**src/rtl/sm83_regfile.sv**
```systemverilog
// SM83 architectural register file: A,F,B,C,D,E,H,L,SP with two byte read ports,
// per-flag writeback, {A,F} push/pop access and a 16-bit increment/decrement unit.
module sm83_regfile #(
    parameter logic [15:0] SP_RESET = 16'hFFFE,
    parameter logic [15:0] AF_RESET = 16'h01B0
) (
    input  logic        clk,
    input  logic        rst_n,
    input  logic [2:0]  rd_sel_a,
    output logic [7:0]  rd_data_a,
    input  logic [2:0]  rd_sel_b,
    output logic [7:0]  rd_data_b,
    output logic [3:0]  flags_out,
    input  logic        wr_en,
    input  logic [2:0]  wr_sel,
    input  logic [7:0]  wr_data,
    input  logic [3:0]  flags_we,
    input  logic [3:0]  flags_in,
    input  logic [1:0]  pair_sel,
    output logic [15:0] pair_rd,
    input  logic        pair_we,
    input  logic [15:0] pair_wdata,
    input  logic [1:0]  idu_op,
    input  logic        af_we,
    output logic [15:0] af_rd
);

    logic [7:0]  a, b, c, d, e, h, l;
    logic [3:0]  flags;
    logic [15:0] sp;
    logic [63:0] bank;
    logic [15:0] pair_cur;
    logic [15:0] pair_next;
    logic        pair_upd;

    // Byte view indexed by the 3-bit select code; F's low nibble is hardwired zero.
    assign bank      = {a, flags, 4'b0000, l, h, e, d, c, b};
    assign rd_data_a = bank[{3'b000, rd_sel_a} * 8 +: 8];
    assign rd_data_b = bank[{3'b000, rd_sel_b} * 8 +: 8];
    assign flags_out = flags;
    assign af_rd     = {a, flags, 4'b0000};
    assign pair_rd   = pair_cur;

    always_comb begin
        case (pair_sel)
            2'd0:    pair_cur = {b, c};
            2'd1:    pair_cur = {d, e};
            2'd2:    pair_cur = {h, l};
            default: pair_cur = sp;
        endcase
    end

    // A pair load overrides the IDU; idu_op 3 is a no-op.
    assign pair_upd  = pair_we || (idu_op == 2'd1) || (idu_op == 2'd2);
    assign pair_next = pair_we ? pair_wdata :
                       (idu_op == 2'd1) ? pair_cur + 16'd1 : pair_cur - 16'd1;

    // Later assignments take precedence: byte write < POP AF < flag mask, and
    // byte write < pair/IDU update.
    always_ff @(posedge clk or negedge rst_n) begin
        if (!rst_n) begin
            a     <= AF_RESET[15:8];
            flags <= AF_RESET[7:4];
            b     <= 8'h00;
            c     <= 8'h00;
            d     <= 8'h00;
            e     <= 8'h00;
            h     <= 8'h00;
            l     <= 8'h00;
            sp    <= SP_RESET;
        end else begin
            if (wr_en) begin
                case (wr_sel)
                    3'd0:    b     <= wr_data;
                    3'd1:    c     <= wr_data;
                    3'd2:    d     <= wr_data;
                    3'd3:    e     <= wr_data;
                    3'd4:    h     <= wr_data;
                    3'd5:    l     <= wr_data;
                    3'd6:    flags <= wr_data[7:4];
                    default: a     <= wr_data;
                endcase
            end
            if (af_we) begin
                a     <= pair_wdata[15:8];
                flags <= pair_wdata[7:4];
            end
            for (int i = 0; i < 4; i++) begin
                if (flags_we[i]) flags[i] <= flags_in[i];
            end
            if (pair_upd) begin
                case (pair_sel)
                    2'd0:    {b, c} <= pair_next;
                    2'd1:    {d, e} <= pair_next;
                    2'd2:    {h, l} <= pair_next;
                    default: sp     <= pair_next;
                endcase
            end
        end
    end

endmodule

```
**config.mk**
```make
export PLATFORM = sky130hd
export DESIGN_NAME = sm83_regfile
export DESIGN_NICKNAME = d
export VERILOG_FILES = /design/src/rtl/sm83_regfile.sv
export SDC_FILE = /design/constraint.sdc
export NUM_CORES = 1
export LEC_CHECK = 0
export BUFFER_PORTS_ARGS = -buffer_cell sky130_fd_sc_hd__buf_4
export CORE_MARGIN = 1
export CORE_UTILIZATION = 50
export CTS_BUF_LIST = sky130_fd_sc_hd__clkbuf_2
export CTS_CLUSTER_DIAMETER = 200
export DETAILED_ROUTE_END_ITERATION = 6
export GPL_ROUTABILITY_DRIVEN = 0
export PLACE_DENSITY = 0.72
export SLEW_MARGIN = 15
export SYNTH_ARGS = -nofsm -noshare
export SYNTH_HDL_FRONTEND = slang
export SYNTH_SLANG_ARGS = --single-unit
```
**constraint.sdc**
```tcl
create_clock -name clk -period 5.2 [get_ports clk]
set_input_delay 0.26 -clock clk [delete_from_list [all_inputs] [get_ports clk]]
set_output_delay 0.26 -clock clk [all_outputs]
set_load 0.05 [all_outputs]
```
==> results.toml, run 1 <==
[pwr]
leakagePower_nw = 3.01
power_density_nw_per_um2 = 493
ir_drop_v = 0.000191

[synth]
async_flop_share_pct = 100
syn_area_um2 = 5990
synth_area_per_cell_um2 = 9.93
syn_inst = 603
synth_cell_types = 59
yosysWarnings = 0
ys_ff_latch = 76
synth_edf_count = 0
yosysSeqAreaShare_pct = 32.2
synth_ff_type = "dfrtp_1"

[timing]
period_minus_slack_ps = 3630
rsz0062_at_grt = "false"
tns_ps = 0
hold_viol = 0
finalMaxSlewViolations = 0
fmax_mhz = 275
setup_viol = 0
clock_skew_ps = 22.8
max-slew-margin-rel_pct = 32.3
worst_pin_slew_ps = 1020
finalCritPeriodShare_pct = 69.8

[clock_network]
cts_tree = "built"
root_buffer = "clkbuf_2"
clock_latency_ps = 550
cts_buffers = 9
clk_pin_slew_ps = 230
htreeDepth = 3
clockBufferDepth = 2
clock_sinks = 76
ctsResizeCount = 0

[routing]
wl_met2_mm = 8.84
dr.pass1.iters = 7
vias = 5418
routed_via_density = 6.50
highest_layer = "met4"
drt-met1-wl_mm = 7.58
drtIter0Drc = 562
drtAntennaViolNets = 0
drc = 6
wl_per_cell_um = 22.8
dr_wl_met3_mm = 1.99
wl_mm = 19.0

[job]
maxCapViolations = 0

[hold_path]
hp-class = "input port to flip-flop"

[global_route]
grt_pass1_vias = 5377
grt_start_max_net_pins = 77
overflow = 0
grt_antenna_before_repair = 0
grt_pass1_wl_mm = 29.5
grt_use_total_pct = 31.3

[floorplanning]
die_w_um = 111
start_util_pct = 51.8
ios = 102
num_rows = 39
die_area_um2 = 12400
die_h_um = 111
fp.coreArea_um2 = 11600

[placed_design]
dpl-instance-area_um2 = 6730
dp_cells = 800
portBuffers = 97
place_hpwl_mm = 12.9

[final_layout]
antenna_cells = 0
area_delta_synth_final_pct = 17.8
instances_no_fill = 833
fillers = 960
layout-drive-gt1-share_pct = 33.2
nNetsFinal = 749
final_area_um2 = 7050
utilization_pct = 61.0

[worst_setup_path]
cpPeakStageDelay_ps = 800
endpoint_kind = "flip-flop"
crit_family = "compound AO/OA/AOI/OAI gates"
cp.arrival_ps = 4040
crit_path_start_kind = "input port"
cp.required_ps = 5610
cp_max_fo = 20
crit_chain = "buf_4, nor2b_1, clkinv_1, ha_1, a21o_1, a31oi_4, o21ai_0, a41oi_2, o21ai_1, xnor2_1, a221oi_1"
path_buf_inv = 2
critPathKind = "input port to flip-flop"
crit_slowest_cell = "clkinv_1"

[run_status]
violations = "DRC"
status = "finished, violations left"
## state kept, by name (all words and copies together), names as in the netlist
signal     flops
b              8
h              8
flags_out      4
c              8
l              8
d              8
e              8
a              8
sp            16
## routing by layer
layer	vias to the layer above	GRT usage, %
met3	42	7.19
met4	0	13.2
met2	312	47.8
met5	-	0
li1	2395	-
met1	2669	43.1
## path summary, 6_finish.rpt
path,from,end,slack (ps),depth (start not counted)
worst max-delay path,idu_op[1],h[5],1570,11
max in group asynchronous,rst_n,h[1],4140,2
worst max register to register,e[2],h[5],2050,9
worst min register to register,sp[6],sp[6],500,2
worst min-delay path,wr_data[2],e[2],40,3
min in group asynchronous,rst_n,a[4],390,2
## power breakdown
part | internal [mW] | switching (mW)
logic | 0.834 | 1.19
registers | 0.819 | 0.195
clock network | 0.209 | 0.222
## worst register-to-register path, stage by stage (launching register included)
cell      delay [ps]
dfrtp_1          460
mux4_2           540
ha_1             410
a21o_1           230
a31oi_4          170
o21ai_0          210
a41oi_2          320
o21ai_1          130
xnor2_1          360
a221oi_1         160
## what timing repair did
action / CTS / global route
buffers inserted: 0 / 0
endpoints found under the hold margin: 70 / 0
hold buffers: 17 / 0
## metrics by stage
step	hold slack (ps)	worst slack, ps	power [mW]
2_1_floorplan	-35.6	1280	2.45
3_3_place_gp	436	1290	2.93
3_5_place_dp	437	1050	3.00
4_1_cts	9.31	1640	3.44
5_1_grt	3.17	1310	3.65
6_report	42.3	1570	3.47
## logic make-up (layout without fill, tap and decap cells)
group           after synthesis  in the layout  synth area share [%]
compound gates              154            154                  16.2
xor+xnor                     15             15                  2.51
fa+ha+maj                    14             14                  3.05
buf+inv                      58            142                  4.33
flops                        76             76                  32.2
mux                         115            115                  28.8
other cells                   1              4                0.0626
simple gates                170            170                  12.9
## cells in the mapped netlist, types with 5 or more instances
| library cell | count | area [um^2] |
|---|---|---|
| nand2b_1 | 8 | 50.1 |
| nand4_1 | 5 | 31.3 |
| ha_1 | 13 | 163 |
| a211oi_1 | 10 | 75.1 |
| buf_4 | 8 | 60.1 |
| dfstp_2 | 19 | 499 |
| mux4_2 | 42 | 946 |
| a22oi_1 | 8 | 60.1 |
| mux2_2 | 37 | 417 |
| a21oi_1 | 44 | 220 |
| nor3_1 | 6 | 30.0 |
| nand2_1 | 83 | 312 |
| dfrtp_1 | 57 | 1430 |
| mux2i_1 | 36 | 360 |
| xnor2_1 | 12 | 105 |
| buf_1 | 5 | 18.8 |
| o21ai_0 | 56 | 280 |
| nor2_1 | 38 | 143 |
| clkbuf_1 | 36 | 135 |
| nor2b_1 | 13 | 81.3 |
## final cells by class
type | count | area [um^2] | share of cell area [%]
clock buffers | 11 | 55.1 | 0.781
clock inverters | 5 | 101 | 1.44
inverters | 5 | 18.8 | 0.266
multi-input cells | 472 | 3820 | 54.2
flip-flops and latches | 76 | 1930 | 27.3
well taps | 143 | 179 | 2.54
repair buffers | 121 | 951 | 13.5
## layout by cell type, fill, tap and decap left out, drive strengths merged, types with 4 or more instances in the layout
cell and count:
buf 104, nand2 83, o21ai 60, dfrtp 57, a21oi 44, mux4 42
nor2 38, mux2 37, mux2i 36, dfstp 19, dlygate4sd3 17, nor2b 13
ha 13, xnor2 13, clkbuf 11, a211oi 10, a22oi 8, nand2b 8
nor3 6, nand4 5, o31a 5, inv 4, a21o 4, a221oi 4
conb 4
(Power assumes the default switching activity.)
==> run 2, diff against run 1 <==
==> constraint.sdc (replaced) <==
create_clock -name clk -period 3.6 [get_ports clk]
set_input_delay 0.18 -clock clk [delete_from_list [all_inputs] [get_ports clk]]
set_output_delay 0.18 -clock clk [all_outputs]
set_load 0.05 [all_outputs]
==> run 2 against run 1 <==
  * Flip-flop and latch count is the same
  * Largest cell class unchanged
  * Largest power group unchanged
  * First-iteration DRC count decreased by 3.7%
  * Global-route usage grew 1.5 points
  * The flow still finishes with violations (DRC)
  * Routed wire length increased by 2.5%
  * Design area is 4.7% higher
==> results.toml, run 2 (synthesis results as in run 1) <==
[pwr]
internal-power_mw = 2.55
ir_drop_v = 0.000321
power_density_nw_per_um2 = 659
netSwitchingFraction_pct = 47.6
combPwrFrac_pct = 61.4
clkPwrFrac_pct = 8.6
leakagePower_nw = 3.15
p_seq_share_pct = 30.0
power_switching_mw = 2.32

[job]
maxCapViolations = 0

[final_layout]
largest_reg_flops = 16
antenna_cells = 0
area_delta_synth_final_pct = 23.3
regArea_um2 = 1930
fillers = 958
instances_no_fill = 875
largest_register = "sp"
multi_input_area_um2 = 3820
layout_common_cells = "buf_4, nand2_1, dfrtp_1"
final_common_cell = "buf_4"
nNetsFinal = 791
layout-drive-gt1-share_pct = 31.8

[routing]
drtIter0Drc = 541
vias = 5714
dr.pass1.iters = 7
drtAntennaViolNets = 0
wl_per_cell_um = 22.2
routed_via_density = 6.53
drc = 8
wl_mm = 19.4

[floorplanning]
fp.coreArea_um2 = 11600
die_area_um2 = 12400
num_rows = 39
start_util_pct = 51.8
ios = 102
die_h_um = 111
die_w_um = 111

[worst_setup_path]
cp.required_ps = 4120
cp.arrival_ps = 4000
rr_worst_depth = 10
crit-reg2reg-launch = "c[2]"
crit_path_start_kind = "flip-flop"
critPathKind = "flip-flop to flip-flop"
cp_max_fo = 4
reg2reg_slack_ps = 120
r2r_end = "c[7]"
endpoint_kind = "flip-flop"

[run_status]
violations = "DRC"
status = "finished, violations left"

[timing]
period_minus_slack_ps = 3480
worst_pin_slew_ps = 1040
clock_skew_ps = 36.3
rsz0062_at_grt = "false"
fmax_mhz = 288
finalMaxSlewViolations = 0
setup_viol = 0
hold_viol = 0
tns_ps = 0
setup_ws_ps = 124
max-slew-margin-rel_pct = 30.9
finalCritPeriodShare_pct = 96.6

[placed_design]
pre_cts_slack_ps = 297
place_hpwl_mm = 13.4
portBuffers = 97
dp_cells = 805

[clock_network]
clock_sinks = 76
clockBufferDepth = 2
clock_latency_ps = 600
root_buffer = "clkbuf_2"
cts_tree = "built"
cts_buffers = 9
htreeDepth = 3
clk_pin_slew_ps = 230
ctsResizeCount = 0

[global_route]
grt_pass1_vias = 5593
overflow = 0
grt_use_total_pct = 32.8
grt_start_max_net_pins = 77
grt_pass1_wl_mm = 31.0
grt_antenna_before_repair = 0

[hold_path]
min-delay-start = "pair_wdata[0]"
hp-class = "input port to flip-flop"
min_to = "e[0]"
hold_depth = 5
==> run 2: what timing repair did <==
| item | in CTS | in global routing |
|---|---|---|
| hold buffers | 54 | 0 |
| setup buffers | 0 | 0 |
| endpoints found under the hold margin | 126 | 0 |
==> run 2: layout make-up <==
| cell class | instances | area share (%) |
|---|---|---|
| clock inverter | 2 | 0.102 |
| multi-input combinational | 472 | 51.8 |
| inverter | 5 | 0.254 |
| clock buffer | 14 | 0.949 |
| tap | 143 | 2.42 |
| sequential | 76 | 26.1 |
| timing repair buffer | 163 | 18.4 |
==> run 2: per-stage QoR <==
step                      hold WS (ps)  power, mW  utilization [%]  area (um^2)
after global placement             355       4.23             58.5         6760
final                             91.6       4.86             63.8         7380
after global routing               111       5.14             63.8         7380
after CTS                         38.9       4.83             63.8         7380
after detailed placement           355       4.33             58.5         6760
after floorplan                   -116       3.54                -         6000
==> run 2: worst max path at each step <==
stage	startpoint	end	cells after the start
after detailed placement	pair_sel[0]	h[5]	10
final	c[2]	c[7]	10
after global placement	pair_sel[0]	h[5]	10
after CTS	c[2]	c[7]	10
after floorplan	pair_sel[0]	sp[12]	11
after global routing	c[2]	c[7]	10
==> run 2: power by group through the flow <==
stage | registers, mW | clock network [mW] | logic, mW
after detailed placement | 1.47 | 0 | 2.86
after global routing | 1.50 | 0.452 | 3.19
after CTS | 1.45 | 0.427 | 2.95
after global placement | 1.44 | 0 | 2.79
after floorplan | 1.40 | 0 | 2.14
final | 1.46 | 0.416 | 2.99
==> run 2: per-layer routing <==
metal	up-vias	share of wire, %	routed length [um]	GRT usage, %
li1	2487	-	-	-
met1	2861	41	7960	44.4
met4	0	2.8	541	13.3
met5	-	0	0	0
met2	321	47	9080	50.6
met3	45	9.6	1860	8.33
==> run 2: worst max-delay path: stages, from the launching register on <==
cell and delay, ps:
dfrtp_1 470, mux4_2 490, ha_1 410, a21o_1 190, a31oi_4 50, o21ai_0 470, nand2_1 200, xnor2_1 200
mux2i_1 280, a21oi_1 110, dlygate4sd3_1 560
==> run 3, diff against run 2 <==
--- a/config.mk
+++ b/config.mk
@@ -6,13 +6,11 @@
 export NUM_CORES = 1
 export LEC_CHECK = 0
 export BUFFER_PORTS_ARGS = -buffer_cell sky130_fd_sc_hd__buf_4
-export CORE_MARGIN = 1
-export CORE_UTILIZATION = 50
+export CORE_UTILIZATION = 30
 export CTS_BUF_LIST = sky130_fd_sc_hd__clkbuf_2
 export CTS_CLUSTER_DIAMETER = 200
 export DETAILED_ROUTE_END_ITERATION = 6
 export GPL_ROUTABILITY_DRIVEN = 0
-export PLACE_DENSITY = 0.72
 export SLEW_MARGIN = 15
 export SYNTH_ARGS = -nofsm -noshare
 export SYNTH_HDL_FRONTEND = slang
==> run 3 against run 2 <==
  * The run now ends clean
  * Routed wire length is 6.1% higher
  * Sequential power hardly changed
  * Critical path depth stayed put
  * Sequential share of layout area is 0.79 points lower
  * Non-clock buffer count is 3 higher
  * Final cell count is 14% higher
  * Via count is 5.0% lower
  * Die area is 65% higher
  * Global-route usage is 12 points lower
  * Clock power is 33% higher
  * Combinational power hardly changed
  * Worst setup slack better by 100 ps
  * Critical path type unchanged
  * Largest power group unchanged
==> results.toml, run 3 (synthesis results as in run 1) <==
[final_layout]
area_delta_synth_final_pct = 27.2
nNetsFinal = 794
layout_common_cells = "buf_4, nand2_1, dfrtp_1"
final_common_cell = "buf_4"
antenna_cells = 0
largest_reg_flops = 16
layout-drive-gt1-share_pct = 32.4
largest_register = "sp"

[floorplanning]
die_h_um = 143
fp.coreArea_um2 = 19500
die_area_um2 = 20500
num_rows = 51
ios = 102
start_util_pct = 30.7
die_w_um = 143

[worst_setup_path]
endpoint_kind = "flip-flop"
crit_chain = "mux4_2, ha_1, a21o_1, a31oi_4, o21ai_1, nand2_1, xnor2_1, mux2i_1, a21oi_1, dlygate4sd3_1"
crit_path_start_kind = "flip-flop"
crit_slowest_cell = "dlygate4sd3_1"
critPathKind = "flip-flop to flip-flop"
cp_max_fo = 4
crit_family = "multiplexers"
cpPeakStageDelay_ps = 560
path_buf_inv = 1
cp.required_ps = 4100
cp.arrival_ps = 3880

[clock_network]
clock_sinks = 76
clockBufferDepth = 2
htreeDepth = 3
clock_latency_ps = 590
root_buffer = "clkbuf_2"
cts_buffers = 9
clk_pin_slew_ps = 220
cts_tree = "built"

[timing]
fmax_mhz = 296
worst_pin_slew_ps = 1040
finalCritPeriodShare_pct = 93.8
tns_ps = 0
max-slew-margin-rel_pct = 30.8
setup_ws_ps = 224
clock_skew_ps = 36.3
setup_viol = 0
hold_viol = 0
rsz0062_at_grt = "false"
period_minus_slack_ps = 3380
finalMaxSlewViolations = 0

[routing]
wl_per_cell_um = 20.6
vias = 5427
drc = 0
drtIter0Drc = 386
dr.pass1.iters = 5
wl_mm = 20.6
drtAntennaViolNets = 0
routed_via_density = 5.43

[global_route]
grt_pass1_wl_mm = 31.9
grt_pass1_vias = 5325
grt_start_max_net_pins = 77
grt_use_total_pct = 21.1
grt_antenna_before_repair = 0
overflow = 0

[run_status]
status = "finished, final reports clean"

[pwr]
power_density_nw_per_um2 = 657
ir_drop_v = 0.000283
leakagePower_nw = 3.18
design_power_total_mw = 5.00

[job]
maxCapViolations = 0

[placed_design]
place_hpwl_mm = 14.8
pre_cts_slack_ps = 328
portBuffers = 97

[hold_path]
hp-class = "input port to flip-flop"
[run 3: repair_timing]
item                                   4_1_cts  5_1_grt
buffers inserted                             0        0
endpoints found under the hold margin      121        0
setup endpoints to repair                    0        1
gates resized for setup                      0        1
hold buffers                                53        0
[run 3: power by group]
group	leakage, nW	total (mW)	internal, mW	switching [mW]
Sequential	0.873	1.46	1.18	0.281
Clock	0.0770	0.555	0.227	0.328
Combinational	2.23	2.98	1.26	1.72
[run 3: routing by layer]
metal,track usage (%),up-vias,wire length (um)
met2,35.9,160,10200
met1,27.9,2758,9010
li1,-,2485,-
met4,4.93,0,341
met3,3.62,24,1070
met5,0,-,0
[run 3: cell type report]
cell class | count | area [um^2]
timing repair buffer | 166 | 1380
fill | 2015 | 11900
clock inverter | 6 | 80.1
sequential | 76 | 1930
multi-input combinational | 472 | 3830
inverter | 5 | 18.8
tap | 265 | 332
clock buffer | 10 | 50.0
[run 3: tightest hold or removal path, cell delays in order]
cell and delay, ps:
buf_4 110, inv_1 40, mux2i_1 110, nor2_1 120
a21oi_1 40
[run 3: path summary, 6_finish.rpt]
path                                from     to  slack (ps)  cells after the start
min reg2reg                        sp[8]  sp[8]         500                      2
max                                 l[2]   c[7]         220                     10
min                        pair_wdata[0]   e[0]          40                      5
min in group asynchronous          rst_n   a[5]         290                      2
max in group asynchronous          rst_n   b[1]        2630                      2
max reg2reg                         l[2]   c[7]         220                     10
[run 3: metrics by stage]
stage	hold WS [ps]	instances	area, um^2	util, %
finish	43.0	1000	7610	39.0
global placement	356	931	6950	35.6
CTS	11.3	1000	7610	39.0
detailed placement	358	931	6950	35.6
floorplan	-116	606	6000	-
global route	50.8	1000	7610	39.0
